[config.mk]
export PLATFORM = sky130hd
export DESIGN_NAME = show_director
export DESIGN_NICKNAME = d
export VERILOG_FILES = /design/src/rtl/show_pkg.sv /design/src/rtl/ms_timer.sv /design/src/rtl/show_director.sv
export SDC_FILE = /design/constraint.sdc
export NUM_CORES = 1
export LEC_CHECK = 0
export BUFFER_PORTS_ARGS = -buffer_cell sky130_fd_sc_hd__clkbuf_2
export CAP_MARGIN = 10
export CELL_PAD_IN_SITES_DETAIL_PLACEMENT = 2
export CELL_PAD_IN_SITES_GLOBAL_PLACEMENT = 2
export CORE_ASPECT_RATIO = 2
export CORE_UTILIZATION = 35
export CTS_CLUSTER_DIAMETER = 50
export DETAILED_ROUTE_END_ITERATION = 10
export PLACE_DENSITY_LB_ADDON = 0.1
export SYNTH_ARGS = -nofsm -noshare
export SYNTH_HDL_FRONTEND = slang
export SYNTH_SLANG_ARGS = --single-unit
[constraint.sdc]
create_clock -name clk -period 6.45 [get_ports clk]
set_clock_uncertainty 0.2 [all_clocks]
set_input_delay 0.3225 -clock clk [delete_from_list [all_inputs] [get_ports clk]]
set_output_delay 0.3225 -clock clk [all_outputs]
set_load 0.01 [all_outputs]
[src/rtl/show_pkg.sv]
// Shared types and default timing constants for the show director and its ms timer.
package show_pkg;

    localparam int MS_W            = 20;
    localparam int DEF_CLKS_PER_MS = 5000;
    localparam int DEF_GAP_MS      = 2000;
    localparam int DEF_TIMEOUT_MS  = 600000;

    typedef enum logic [2:0] {
        ST_IDLE,
        ST_SELECT,
        ST_LAUNCH,
        ST_PLAY,
        ST_GAP
    } state_t;

endpackage

[src/rtl/ms_timer.sv]
// Millisecond timebase: a cycle prescaler producing a one-cycle tick and a saturating
// ms counter. i_clr restarts both so a new interval always begins at a full millisecond.
module ms_timer
    import show_pkg::*;
#(
    parameter int CLKS_PER_MS = DEF_CLKS_PER_MS
) (
    input  logic            clk,
    input  logic            rst_n,
    input  logic            i_clr,
    output logic            o_tick,
    output logic [MS_W-1:0] o_ms_count
);

    localparam int CYC_W = (CLKS_PER_MS > 1) ? $clog2(CLKS_PER_MS) : 1;

    logic [CYC_W-1:0] r_cyc;
    logic [MS_W-1:0]  r_ms;
    logic             w_wrap;

    assign w_wrap = (r_cyc == CYC_W'(CLKS_PER_MS - 1));

    // NOTE: sequential state uses non-blocking assignments so every register samples pre-edge values.
    always_ff @(posedge clk or negedge rst_n) begin
        if (!rst_n) begin
            r_cyc <= '0;
            r_ms  <= '0;
        end else if (i_clr) begin
            r_cyc <= '0;
            r_ms  <= '0;
        end else begin
            r_cyc <= w_wrap ? '0 : r_cyc + CYC_W'(1);
            if (w_wrap && (r_ms != '1)) begin
                r_ms <= r_ms + MS_W'(1);
            end
        end
    end

    assign o_tick     = w_wrap;
    assign o_ms_count = r_ms;

endmodule

[src/rtl/show_director.sv]
// Playlist sequencer: launches each enabled song slot in turn, muxes its lights while it
// plays, and inserts a silent gap after it. Define SHOW_DIRECTOR_LOOP_EN to repeat the playlist.
module show_director
    import show_pkg::*;
#(
    parameter int NUM_SONGS   = 4,
    parameter int CLKS_PER_MS = DEF_CLKS_PER_MS,
    parameter int GAP_MS      = DEF_GAP_MS,
    parameter int TIMEOUT_MS  = DEF_TIMEOUT_MS
) (
    input  logic                   clk,
    input  logic                   rst_n,
    input  logic                   start,
    input  logic                   stop,
    input  logic [NUM_SONGS-1:0]   song_en,
    input  logic [NUM_SONGS-1:0]   finished,
    input  logic [8*NUM_SONGS-1:0] light_in,
    output logic [NUM_SONGS-1:0]   go,
    output logic [7:0]             light,
    output logic                   busy,
    output logic [1:0]             song_idx,
    output logic                   timeout_flag
);

    localparam logic [1:0] LAST_IDX = 2'(NUM_SONGS - 1);

    state_t                r_state;
    logic [1:0]            r_idx;
    logic [NUM_SONGS-1:0]  r_go;
    logic                  r_tflag;

    logic                  w_en;
    logic                  w_fin;
    logic [7:0]            w_slot_light;
    logic [NUM_SONGS-1:0]  w_go_sel;
    logic                  w_tick;
    logic [MS_W-1:0]       w_ms;
    logic                  w_timeout;
    logic                  w_gap_done;
    logic                  w_clr;
    logic                  w_sel_wrap;
    logic                  w_gap_wrap;

    // NOTE: every always_comb output gets a default first so no path can infer a latch.
    always_comb begin
        w_en         = 1'b0;
        w_fin        = 1'b0;
        w_slot_light = '0;
        w_go_sel     = '0;
        for (int k = 0; k < NUM_SONGS; k++) begin
            if (r_idx == 2'(k)) begin
                w_en         = song_en[k];
                w_fin        = finished[k];
                w_slot_light = light_in[8*k +: 8];
                w_go_sel[k]  = 1'b1;
            end
        end
    end

`ifdef SHOW_DIRECTOR_LOOP_EN
    assign w_sel_wrap = |song_en;
    assign w_gap_wrap = 1'b1;
`else
    assign w_sel_wrap = 1'b0;
    assign w_gap_wrap = 1'b0;
`endif

    assign w_timeout  = (w_ms == MS_W'(TIMEOUT_MS));
    assign w_gap_done = (GAP_MS == 0) ? 1'b1 : (w_tick && (w_ms == MS_W'(GAP_MS - 1)));

    // Timer runs only while a song plays or a gap elapses; it restarts on every PLAY exit.
    assign w_clr = ((r_state != ST_PLAY) && (r_state != ST_GAP)) ||
                   ((r_state == ST_PLAY) && (w_fin || w_timeout));

    ms_timer #(
        .CLKS_PER_MS (CLKS_PER_MS)
    ) u_ms_timer (
        .clk        (clk),
        .rst_n      (rst_n),
        .i_clr      (w_clr),
        .o_tick     (w_tick),
        .o_ms_count (w_ms)
    );

    always_ff @(posedge clk or negedge rst_n) begin
        if (!rst_n) begin
            r_state <= ST_IDLE;
            r_idx   <= '0;
            r_go    <= '0;
            r_tflag <= 1'b0;
        end else begin
            r_go <= '0;
            if ((r_state != ST_IDLE) && stop) begin
                r_state <= ST_IDLE;
            end else begin
                case (r_state)
                    ST_IDLE: begin
                        if (start) begin
                            r_state <= ST_SELECT;
                            r_idx   <= '0;
                            r_tflag <= 1'b0;
                        end
                    end
                    ST_SELECT: begin
                        if (w_en) begin
                            r_state <= ST_LAUNCH;
                            r_go    <= w_go_sel;
                        end else if (r_idx == LAST_IDX) begin
                            if (w_sel_wrap) r_idx   <= '0;
                            else            r_state <= ST_IDLE;
                        end else begin
                            r_idx <= r_idx + 2'd1;
                        end
                    end
                    ST_LAUNCH: r_state <= ST_PLAY;
                    ST_PLAY: begin
                        // A finish in the timeout cycle wins and leaves the flag untouched.
                        if (w_fin) begin
                            r_state <= ST_GAP;
                        end else if (w_timeout) begin
                            r_state <= ST_GAP;
                            r_tflag <= 1'b1;
                        end
                    end
                    ST_GAP: begin
                        if (w_gap_done) begin
                            if (r_idx != LAST_IDX) begin
                                r_idx   <= r_idx + 2'd1;
                                r_state <= ST_SELECT;
                            end else if (w_gap_wrap) begin
                                r_idx   <= '0;
                                r_state <= ST_SELECT;
                            end else begin
                                r_state <= ST_IDLE;
                            end
                        end
                    end
                    default: r_state <= ST_IDLE;
                endcase
            end
        end
    end

    assign go           = r_go;
    assign busy         = (r_state != ST_IDLE);
    assign song_idx     = r_idx;
    assign timeout_flag = r_tflag;
    assign light        = (r_state == ST_PLAY) ? w_slot_light : 8'h00;

endmodule
-- Word level (Yosys, flattened, before mapping)
Cells that the tools add are included.
- $add $sub $neg: 3
- $mul: 0
- divide/modulo/power cells: 0
- $lt $le $gt $ge: 0
- equal/unequal tests: 25
- shift-type cells: 0
- multiplexer cells: 43
- bitwise logic cells: 1
- reduce and logical (&&, ||, !) cells: 16
- operators by type and width (cell ; count):
    2-to-1 mux 20 bit ; 2
    2-to-1 mux 8 bit ; 5
    2-to-1 mux 13 bit ; 2
    2-to-1 mux 3 bit ; 7
    adder 20 x 1 -> 20 bit, second input constant ; 1
    == test 20 x 11 -> 1 bit, second input constant ; 1
    == test 20 bit, second input constant ; 1
    != test 20 bit, second input constant ; 1
    2-to-1 mux 1 bit ; 16
    != test 2 bit, second input constant ; 8
    case mux 3 bit (5 select lines) ; 1
    adder 13 x 1 -> 13 bit, second input constant ; 1
    == test 13 bit, second input constant ; 1
    2-to-1 mux 4 bit ; 3
    2-to-1 mux 2 bit ; 5
    != test 3 bit, second input constant ; 3
    AND reduction 7 bit ; 1
    == test 3 x 2 -> 1 bit, second input constant ; 2
    case mux 2 bit (3 select lines) ; 1
    nonzero test 3 bit ; 2
    logical AND 1 bit ; 5
    AND reduction 5 bit ; 1
    == test 2 bit, second input constant ; 2
    != test 4 x 3 -> 1 bit, second input constant ; 1
    13 further kinds ; 15
- register bits after elaboration: 43
- latch bits: 0
- memory bits (writable): 0
- ROM bits: 0
- input bits: 44
- logic and storage cells: 94
- memories: 0

-- Longest topological paths before layout
Gate-level depths: netlist of run 1.
- depth after elaboration: 9
- mapped depth: 8
- depth with buffers taken out: 7

-- By module
A second synthesis of run 1 with hierarchy kept.
- cell total of the unflattened synthesis: 313
- area, all modules: 2755.1 um2
- modules (own cells, without submodules) (module ; times used ; cells each ; area an instance (um2) ; seq. area each (um2)):
    ms_timer ; 1 ; 179 ; 1710.4 ; 825.8
    show_director ; 1 ; 134 ; 1044.8 ; 250.2

-- Worst setup path before layout of run 1
OpenSTA, ideal clock, no wires.
- path type: flip-flop to flip-flop
- start point: reg u_ms_timer.r_ms[4] (netlist: u_ms_timer.o_ms_count[4])
- end point: reg r_idx[0] (netlist: song_idx[0])
- setup time: 0.125 ns
- arrival time: 2.472 ns
- path slack: 3.653 ns
- stages on the path, launching flop included: 6
- period minus slack after synthesis: 2.797 ns
- cell sequence: dfrtp_1 > or4_1 > or4_4 > or4b_1 > a21oi_2 > mux2_2
- cells in the longest elaborated chain, start to end: 4
- ends and longest elaborated chain (element ; RTL line ; text):
    from (decl) ; ms_timer.sv:18 ; logic [MS_W-1:0] r_ms;
    from (signal assigned) ; ms_timer.sv:34 ; r_ms <= r_ms + MS_W'(1);
    == test 20 x 11 -> 1 bit ; show_director.sv:69 ; assign w_gap_done = (GAP_MS == 0) ? 1'b1 : (w_tick && (w_ms == MS_W'(GAP_MS - 1)));
    logical AND 1 bit ; show_director.sv:69 ;
    != test 2 bit (no source line) ; n/a ;
    AND reduction 7 bit (no source line) ; n/a ;
    to (signal assigned) ; show_director.sv:112 ; r_idx <= r_idx + 2'd1;
    to (signal assigned) ; show_director.sv:128 ; r_idx <= r_idx + 2'd1;
    to (decl) ; show_director.sv:28 ; logic [1:0] r_idx;
Every way passes these cells.
A chain may end at the register's enable or synchronous reset.

-- Worst setup path in the final report of run 1
- start point: reg u_ms_timer.r_ms[4] (netlist: u_ms_timer.o_ms_count[4])
- end point: reg u_ms_timer.r_ms[10] (netlist: u_ms_timer.o_ms_count[10])
- cells in the longest elaborated chain, start to end: 5
- ends and longest elaborated chain (element):
    branches (longest 5 deep; another with adder 20 x 1 -> 20 bit)
Several ways; the timed one is not identified. The select of a mux whose other input is x is not followed.

==> key figures, run 1 <==
Flow run
  • Max-cap check violation count: 0

Clock tree
  • CTS Buffer Depth: 2
  • Clock-pin slew on the worst setup and hold paths: 0.06 ns
  • Clk Latency, worst-skew pair: approximately 0.29 ns
  • Root Buffer: clkbuf_16
  • Total CTS buffers: 5
  • Htree depth: 2
  • Setup Fix Bufs, Post-CTS: 0
  • Clock sinks: 43
  • TritonCTS clock tree: done

Layout
  • Non-filler instance count after layout: 463
  • NumNets Final: 419
  • ANT cells: 0
  • Ratio of cells with drive above 1 in the final layout: 22.0%
  • Number of fill cells: 895
  • Area delta synth->final: 18.7%

Critical path
  • CP max stage delay: roughly 0.78 ns
  • Critical path buffers and inverters: 0
  • Worst path top cell family by delay: simple AND/OR/NAND/NOR gates
  • Reg2reg start: u_ms_timer.o_ms_count[4]
  • Critical path fanouts, max: 33
  • Worst r2r path cells: 5
  • Worst EP arrival: about 3.3 ns
  • CP cell instances: or4_1 -> or4_4 -> or4b_4 -> a21oi_4 -> nor3_1
  • R2R Path End: u_ms_timer.o_ms_count[10]
  • Crit. End Element: flip-flop
  • CP Class: reg -> reg
  • Slowest cell on crit path: a21oi_4
  • Worst Setup Start Kind: flip-flop
  • Critical Path RT: 6.38 ns
  • R2R Setup Slk: 3.08 ns

Place
  • Cells after DPL: 454
  • RePlAce Congestion: 0.815
  • Post-DP HPWL: 6900 um
  • PortBufs: 59

STA
  • Worst slew pin tran: 0.954 ns
  • Setup TNS: 0 ns
  • Fin crit share: 52.2%
  • Min Tclk post-route: approximately 3.4 ns
  • Max-slew violations: 0
  • Final Hold Vio Count: 0
  • Slew margin rel.: 36.3%
  • Setup Viol. Count Final: 0
  • RSZ-0062 raised after global routing: false
  • FMAX: roughly 0.30 GHz

Floorplanning
  • Row cnt: 45
  • Initial Utilization: 36.5%
  • Die extent in y: 128 um
  • IO Count: 60
  • Die ar.: 0.00837 mm^2
  • Die extent in x: 65.2 um
  • Core region area: approximately 0.0077 mm^2

Global routing
  • GRT Total Usage: 23.3%
  • Largest net degree at the start of global routing: 44
  • Vias in the first global route: about 3,000
  • Initial antenna violation count: 0
  • Total global routing overflow: 0
  • Global-route wire length before repair: 14,900 um

Run status
  • Run status: complete, no violations

Detailed routing
  • Iteration-0 DRC Markers: 39
  • DRT antenna net count: 0
  • Routed WL per cell: ~19 um
  • Drt pass-1 iters: 2
  • WL final: 9020 um
  • Via/cell ratio: 5.70
  • Via count: 2,637
  • DRC Markers: 0

Logic synthesis
  • Post-Synth Adder-Cell Area: 3.13%
  • Synth Flop Type: dfrtp_1
  • Mapped Area: 0.00280 mm^2
  • Async set-or-reset flop fraction in the synthesized netlist: 100%
  • Top cells by area, synth: dfrtp_1, nor2_1, xnor2_1
  • Synth cell types: 54
  • Main combinational cell family by area after synthesis: simple AND/OR/NAND/NOR gates
  • Syn Nets: 367
  • Most common cell in the synthesized netlist: nor2_1
  • Synth top area share: 38.5%
  • Mapped Cells: roughly 320
  • Post-synthesis mux area share: roughly 1.9%
  • Synth Area in XOR/XNOR: 7.83%
  • Syn_area_per_cell: 8.85 um^2
  • Post-synthesis register bit count: 43
  • Post-synth EDFFs: 0
  • YS warnings: 0
  • Commonest cells in the netlist: nor2_1, dfrtp_1, nor3_1
  • Post-synthesis sequential area ratio: 38.5%
  • Post-synth top area cell: dfrtp_1
  • Synth Area in Compound Gates: 14.2%
  • Post-synthesis simple-gate area fraction: 30.2%

Power and ir drop
  • Max VDD drop: roughly 0.0002 V
  • Pwr/cell area: about 290 mW/mm^2
  • P_leak: 0.00139 uW
  • Design Power: between 900 and 1000 uW

Hold path
  • HP Start: song_en[3]
  • Hold Path Class: in -> reg
  • Hold path endpoint: go[3]
  • Number of cells on the worst hold path: 3
-- cells by family after synthesis --
group           after synthesis
compound gates               56
fa+ha+maj                     7
buf+inv                      26
flops                        43
mux                           5
simple gates                154
xor+xnor                     25
-- worst reg2reg max path, stage by stage (launching register included) --
cell and delay [ns]:
dfrtp_1 0.43, or4_1 0.53, or4_4 0.54, or4b_4 0.58, a21oi_4 0.78, nor3_1 0.15
-- repair_timing --
item,CTS,global route
gates resized for setup,0,0
hold buffers,1,0
endpoints found under the hold margin,43,0
-- flip-flops by register name (all words and copies together) (netlist names) --
name	count
go	4
u_ms_timer.r_cyc	13
song_idx	2
r_state	3
timeout_flag	1
u_ms_timer.o_ms_count	20
-- metrics by stage --
| stage | hold WS (ns) | util, % | worst slack, ns | instance area (um^2) |
|---|---|---|---|---|
| after global routing | 0.122 | 43.3 | 2.93 | 3320 |
| after CTS | 0.110 | 43.3 | 3.05 | 3320 |
| after floorplan | -0.173 | - | 3.65 | 2800 |
| after detailed placement | 0.261 | 40.9 | 3.05 | 3130 |
| final | 0.104 | 43.3 | 3.08 | 3320 |
| after global placement | 0.236 | 40.9 | 3.13 | 3130 |
-- power by group --
| part | switching (uW) | internal, uW |
|---|---|---|
| Combinational | 201 | 138 |
| Clock | 105 | 193 |
| Sequential | 28.8 | 287 |
-- cell type report --
cell class                      instances  area, um^2  share of cell area [%]
Clock buffer                            6         139                    4.19
Clock inverter                          2        35.0                    1.06
Inverter                               10        37.5                    1.13
Multi-Input combinational cell        247        1600                    48.2
Sequential cell                        43        1080                    32.4
Tap cell                               94         118                    3.54
Timing Repair Buffer                   61         313                    9.43
-- per-layer routing --
metal / track usage, % / vias to the layer above / wire length [um]
met1: 20.7 / 1312 / 3080
met4: 9.85 / 0 / 210
met3: 3.72 / 14 / 363
met2: 48.2 / 60 / 5370
met5: 0 / - / 0
li1: - / 1251 / -
-- worst max-delay path by stage --
stage	from	end	slack (ns)	depth (start not counted)
after floorplan	u_ms_timer.o_ms_count[4]	song_idx[0]	3.65	5
after global placement	u_ms_timer.o_ms_count[4]	u_ms_timer.r_cyc[10]	3.13	5
after detailed placement	u_ms_timer.o_ms_count[4]	u_ms_timer.o_ms_count[19]	3.05	5
after CTS	u_ms_timer.o_ms_count[4]	u_ms_timer.r_cyc[12]	3.05	5
after global routing	u_ms_timer.o_ms_count[4]	u_ms_timer.r_cyc[7]	2.93	5
final	u_ms_timer.o_ms_count[4]	u_ms_timer.o_ms_count[10]	3.08	5
-- cells in the final DEF (no fill, tap or decap), types with 2 or more instances in the layout --
master / Yosys / layout
and4_1: 7 / 7
xnor2_1: 14 / 14
inv_1: 9 / 9
mux2_2: 2 / 2
o31ai_1: 3 / 3
nor2_1: 46 / 46
a21oi_1: 19 / 19
and3_1: 6 / 6
a221oi_1: 9 / 9
o21ai_0: 3 / 3
a211oi_1: 5 / 5
nor3b_1: 4 / 4
nor4b_1: 2 / 2
nand2b_1: 2 / 2
ha_1: 7 / 7
or4_1: 4 / 4
nor4_1: 2 / 2
nand2_1: 15 / 15
nor3_1: 22 / 22
a21o_1: 2 / 2
a2111oi_0: 4 / 4
clkbuf_16: 0 / 5
xor2_1: 11 / 11
nand3_1: 14 / 14
o211ai_1: 2 / 2
nand3b_1: 2 / 2
dfrtp_1: 43 / 43
clkbuf_2: 0 / 59
nor3_2: 2 / 2
nand4_1: 7 / 7
or3_1: 3 / 3
mux2i_1: 3 / 3
nor2b_1: 6 / 6
Power figures use the tool's default switching activity.
==> run 2: changes to the inputs <==
ABC_AREA = 1   (was unset)
CORE_UTILIZATION = 30   (was 35)
clock period = 3.1 ns   (was 6.45 ns; I/O delays follow)
==> key figures, run 2 <==
Run status
  • Run status: complete, no violations (unchanged)

Detailed routing
  • DRC Markers: 0 (unchanged)
  • WL final: 11,200 um (was 9020 um)
  • Drt pass-1 iters: 4 (was 2)
  • Via/cell ratio: 4.93 (was 5.70)
  • Via count: 3,256 (was 2,637)
  • Iteration-0 DRC Markers: 56 (was 39)
  • Routed WL per cell: 16.9 um (was 19.5 um)
  • DRT antenna net count: 0 (unchanged)

Logic synthesis
  • YS warnings: 0 (unchanged)
  • Syn Nets: 514 (was 367)
  • Syn_area_per_cell: 6.80 um^2 (was 8.85 um^2)
  • Post-synthesis register bit count: 43 (unchanged)
  • Synth Area in Compound Gates: 10.2% (was 14.2%)
  • Synth Flop Type: dfrtp_1 (unchanged)
  • Post-synth top area cell: dfrtp_1 (unchanged)
  • Post-synthesis simple-gate area fraction: 37.2% (was 30.2%)
  • Async set-or-reset flop fraction in the synthesized netlist: 100% (unchanged)
  • Post-synthesis sequential area ratio: 34.2% (was 38.5%)
  • Commonest cells in the netlist: nand2_1, nor2_1, inv_1 (was nor2_1, dfrtp_1, nor3_1)
  • Synth Area in XOR/XNOR: 5.01% (was 7.83%)
  • Mapped Area: 0.00315 mm^2 (was 0.00280 mm^2)
  • Most common cell in the synthesized netlist: nand2_1 (was nor2_1)
  • Post-Synth Adder-Cell Area: 2.78% (was 3.13%)
  • Post-synth EDFFs: 0 (unchanged)
  • Post-synthesis mux area share: 0% (was 1.88%)
  • Synth top area share: 34.2% (was 38.5%)
  • Top cells by area, synth: dfrtp_1, nand2_1, nor2_1 (was dfrtp_1, nor2_1, xnor2_1)
  • Synth cell types: 33 (was 54)
  • Mapped Cells: 463 (was 316)
  • Main combinational cell family by area after synthesis: simple AND/OR/NAND/NOR gates (unchanged)

Layout
  • Sequential cell area: 0.00108 mm^2 (unchanged)
  • Max reg flops: 20 (unchanged)
  • Post-Layout Inst Area: 0.00376 mm^2 (was 0.00332 mm^2)
  • ANT cells: 0 (unchanged)
  • Most frequent cells in the layout: nand2_1, nor2_1, clkbuf_2, inv_1, nand3_1 (was clkbuf_2, nor2_1, dfrtp_1, nor3_1, a21oi_1)
  • Area of the multi-input gates: 0.00174 mm^2 (was 0.00160 mm^2)
  • Number of fill cells: 1,305 (was 895)
  • Most common cell after layout, fill and taps aside: nand2_1 (was clkbuf_2)
  • Ratio of cells with drive above 1 in the final layout: 18.9% (was 22.0%)
  • Area delta synth->final: 19.6% (was 18.7%)
  • NumNets Final: 575 (was 419)

STA
  • Fin Hold WS: 0.0310 ns (was 0.104 ns)
  • Setup TNS: 0 ns (unchanged)
  • Max-slew violations: 0 (unchanged)
  • FMAX: 0.398 GHz (was 0.297 GHz)
  • Worst slew pin tran: 0.535 ns (was 0.954 ns)
  • Setup WS post-layout: 0.587 ns (was 3.08 ns)
  • Min Tclk post-route: 2.51 ns (was 3.37 ns)
  • Final Hold Vio Count: 0 (unchanged)
  • Fin crit share: 81.1% (was 52.2%)
  • Slew margin rel.: 64.3% (was 36.3%)
  • Setup Viol. Count Final: 0 (unchanged)
  • RSZ-0062 raised after global routing: false (unchanged)

Clock tree
  • Post-cts resize count: 0 (unchanged)
  • TritonCTS clock tree: done (unchanged)
  • Htree depth: 2 (unchanged)
  • Clk Latency, worst-skew pair: 0.29 ns (about the same)
  • Clock sinks: 43 (unchanged)
  • Clock-pin slew on the worst setup and hold paths: 0.06 ns (about the same)
  • Root Buffer: clkbuf_16 (unchanged)
  • CTS Buffer Depth: 2 (unchanged)
  • Total CTS buffers: 5 (unchanged)

Critical path
  • Slowest cell on crit path: dfrtp_1 (was a21oi_4)
  • Worst EP arrival: 2.53 ns (was 3.30 ns)
  • Worst Setup Start Kind: flip-flop (unchanged)
  • Top cell by count, worst path: nand2_1
  • Critical path fanouts, max: 15 (was 33)
  • Critical Path RT: 3.12 ns (was 6.38 ns)
  • Crit. End Element: flip-flop (unchanged)
  • Worst path top cell family by delay: simple AND/OR/NAND/NOR gates (unchanged)
  • CP cell instances: inv_1 -> ha_1 -> nand3_1 -> nand2_1 -> nand2_1 -> nand2_1 -> nor2_1 -> nand2_1 -> nand2_2 -> buf_4 -> nand2_1 -> nor2_1 (was or4_1 -> or4_4 -> or4b_4 -> a21oi_4 -> nor3_1)
  • CP Class: reg -> reg (unchanged)
  • Critical path buffers and inverters: 2 (was 0)
  • CP max stage delay: 0.44 ns (was 0.78 ns)

Flow run
  • Max-cap check violation count: 0 (unchanged)

Hold path
  • Hold Path Class: in -> reg (unchanged)

Place
  • PortBufs: 59 (unchanged)
  • Post-DP HPWL: 9300 um (was 6900 um)
  • RePlAce Congestion: 0.782 (was 0.815)
  • Worst slack, placed: 0.530 ns (was 3.05 ns)
  • Placed cell areas: 0.00357 mm^2 (was 0.00313 mm^2)

Floorplanning
  • Die extent in x: 74.4 um (was 65.2 um)
  • Core region area: 0.0101 mm^2 (was 0.00766 mm^2)
  • IO Count: 60 (unchanged)
  • Die ar.: 0.0109 mm^2 (was 0.00837 mm^2)
  • Row cnt: 52 (was 45)
  • Die extent in y: 147 um (was 128 um)
  • Initial Utilization: 31.0% (was 36.5%)

Power and ir drop
  • Pwr/cell area: 529 mW/mm^2 (was 287 mW/mm^2)
  • Design Power: 1990 uW (was 953 uW)
  • P_leak: 0.00181 uW (was 0.00139 uW)
  • Max VDD drop: 0.000300 V (was 0.000195 V)

Global routing
  • Total global routing overflow: 0 (unchanged)
  • Largest net degree at the start of global routing: 25 (was 44)
  • Global-route wire length before repair: 18,200 um (was 14,900 um)
  • Vias in the first global route: 3,765 (was 3,028)
  • Initial antenna violation count: 0 (unchanged)
  • GRT Total Usage: 22.3% (was 23.3%)
run 2: final timing paths:
check / slack (ns) / to / start / cells past startpoint
max: 0.59 / u_ms_timer.r_cyc[3] / song_idx[0] / 12
min: 0.03 / r_state[2] / stop / 4
max reg2reg: 0.59 / u_ms_timer.r_cyc[3] / song_idx[0] / 12
min reg2reg: 0.33 / u_ms_timer.r_cyc[0] / u_ms_timer.r_cyc[0] / 1
max in group asynchronous: 1.79 / r_state[0] / rst_n / 3
min in group asynchronous: 0.18 / u_ms_timer.r_cyc[0] / rst_n / 2
run 2: timing repair:
item,4_1_cts,5_1_grt
buffers inserted,0,0
hold endpoints to repair,20,0
hold buffers,2,0
run 2: layer usage:
metal  GRT usage, %  vias up  routed length, um
met1           18.4     1594               3460
met4           8.49        0                344
met3           2.61       15                263
met5              0        -                  0
li1               -     1590                  -
met2           47.9       57               7080
run 2: where the power goes:
| part | leakage, uW | internal, uW | switching (uW) |
|---|---|---|---|
| Sequential | 0.000597 | 590 | 42.8 |
| Clock | 0.0000868 | 401 | 232 |
| Combinational | 0.00113 | 256 | 470 |
| Total | 0.00181 | 1250 | 744 |
run 2: worst register-to-register path, cell delays in order (launching register included):
cell and delay, ns:
dfrtp_1 0.44, inv_1 0.09, ha_1 0.35, nand3_1 0.16, nand2_1 0.06, nand2_1 0.06
nand2_1 0.06, nor2_1 0.14, nand2_1 0.08, nand2_2 0.26, buf_4 0.29, nand2_1 0.14
nor2_1 0.12
run 2: logic make-up after synthesis:
family,Yosys count
and+or+nand+nor,262
buffers and inverters,77
AOI/OAI and AO/OA,56
DFF,43
xor gates and xnor gates,18
adders and majority gates,7
run 2: metrics by stage:
stage	cells	utilization, %
finish	660	37.1
global route	660	37.1
CTS	660	37.1
detailed placement	650	35.2
global placement	650	35.2
floorplan	463	-
run 2: area by class of cell:
cell class	instances	share of cell area [%]
clock buffers	6	3.69
clock inverters	2	0.931
inverters	62	6.21
multi-input cells	343	46.1
flip-flops and latches	43	28.6
well taps	135	4.49
repair buffers	69	9.97
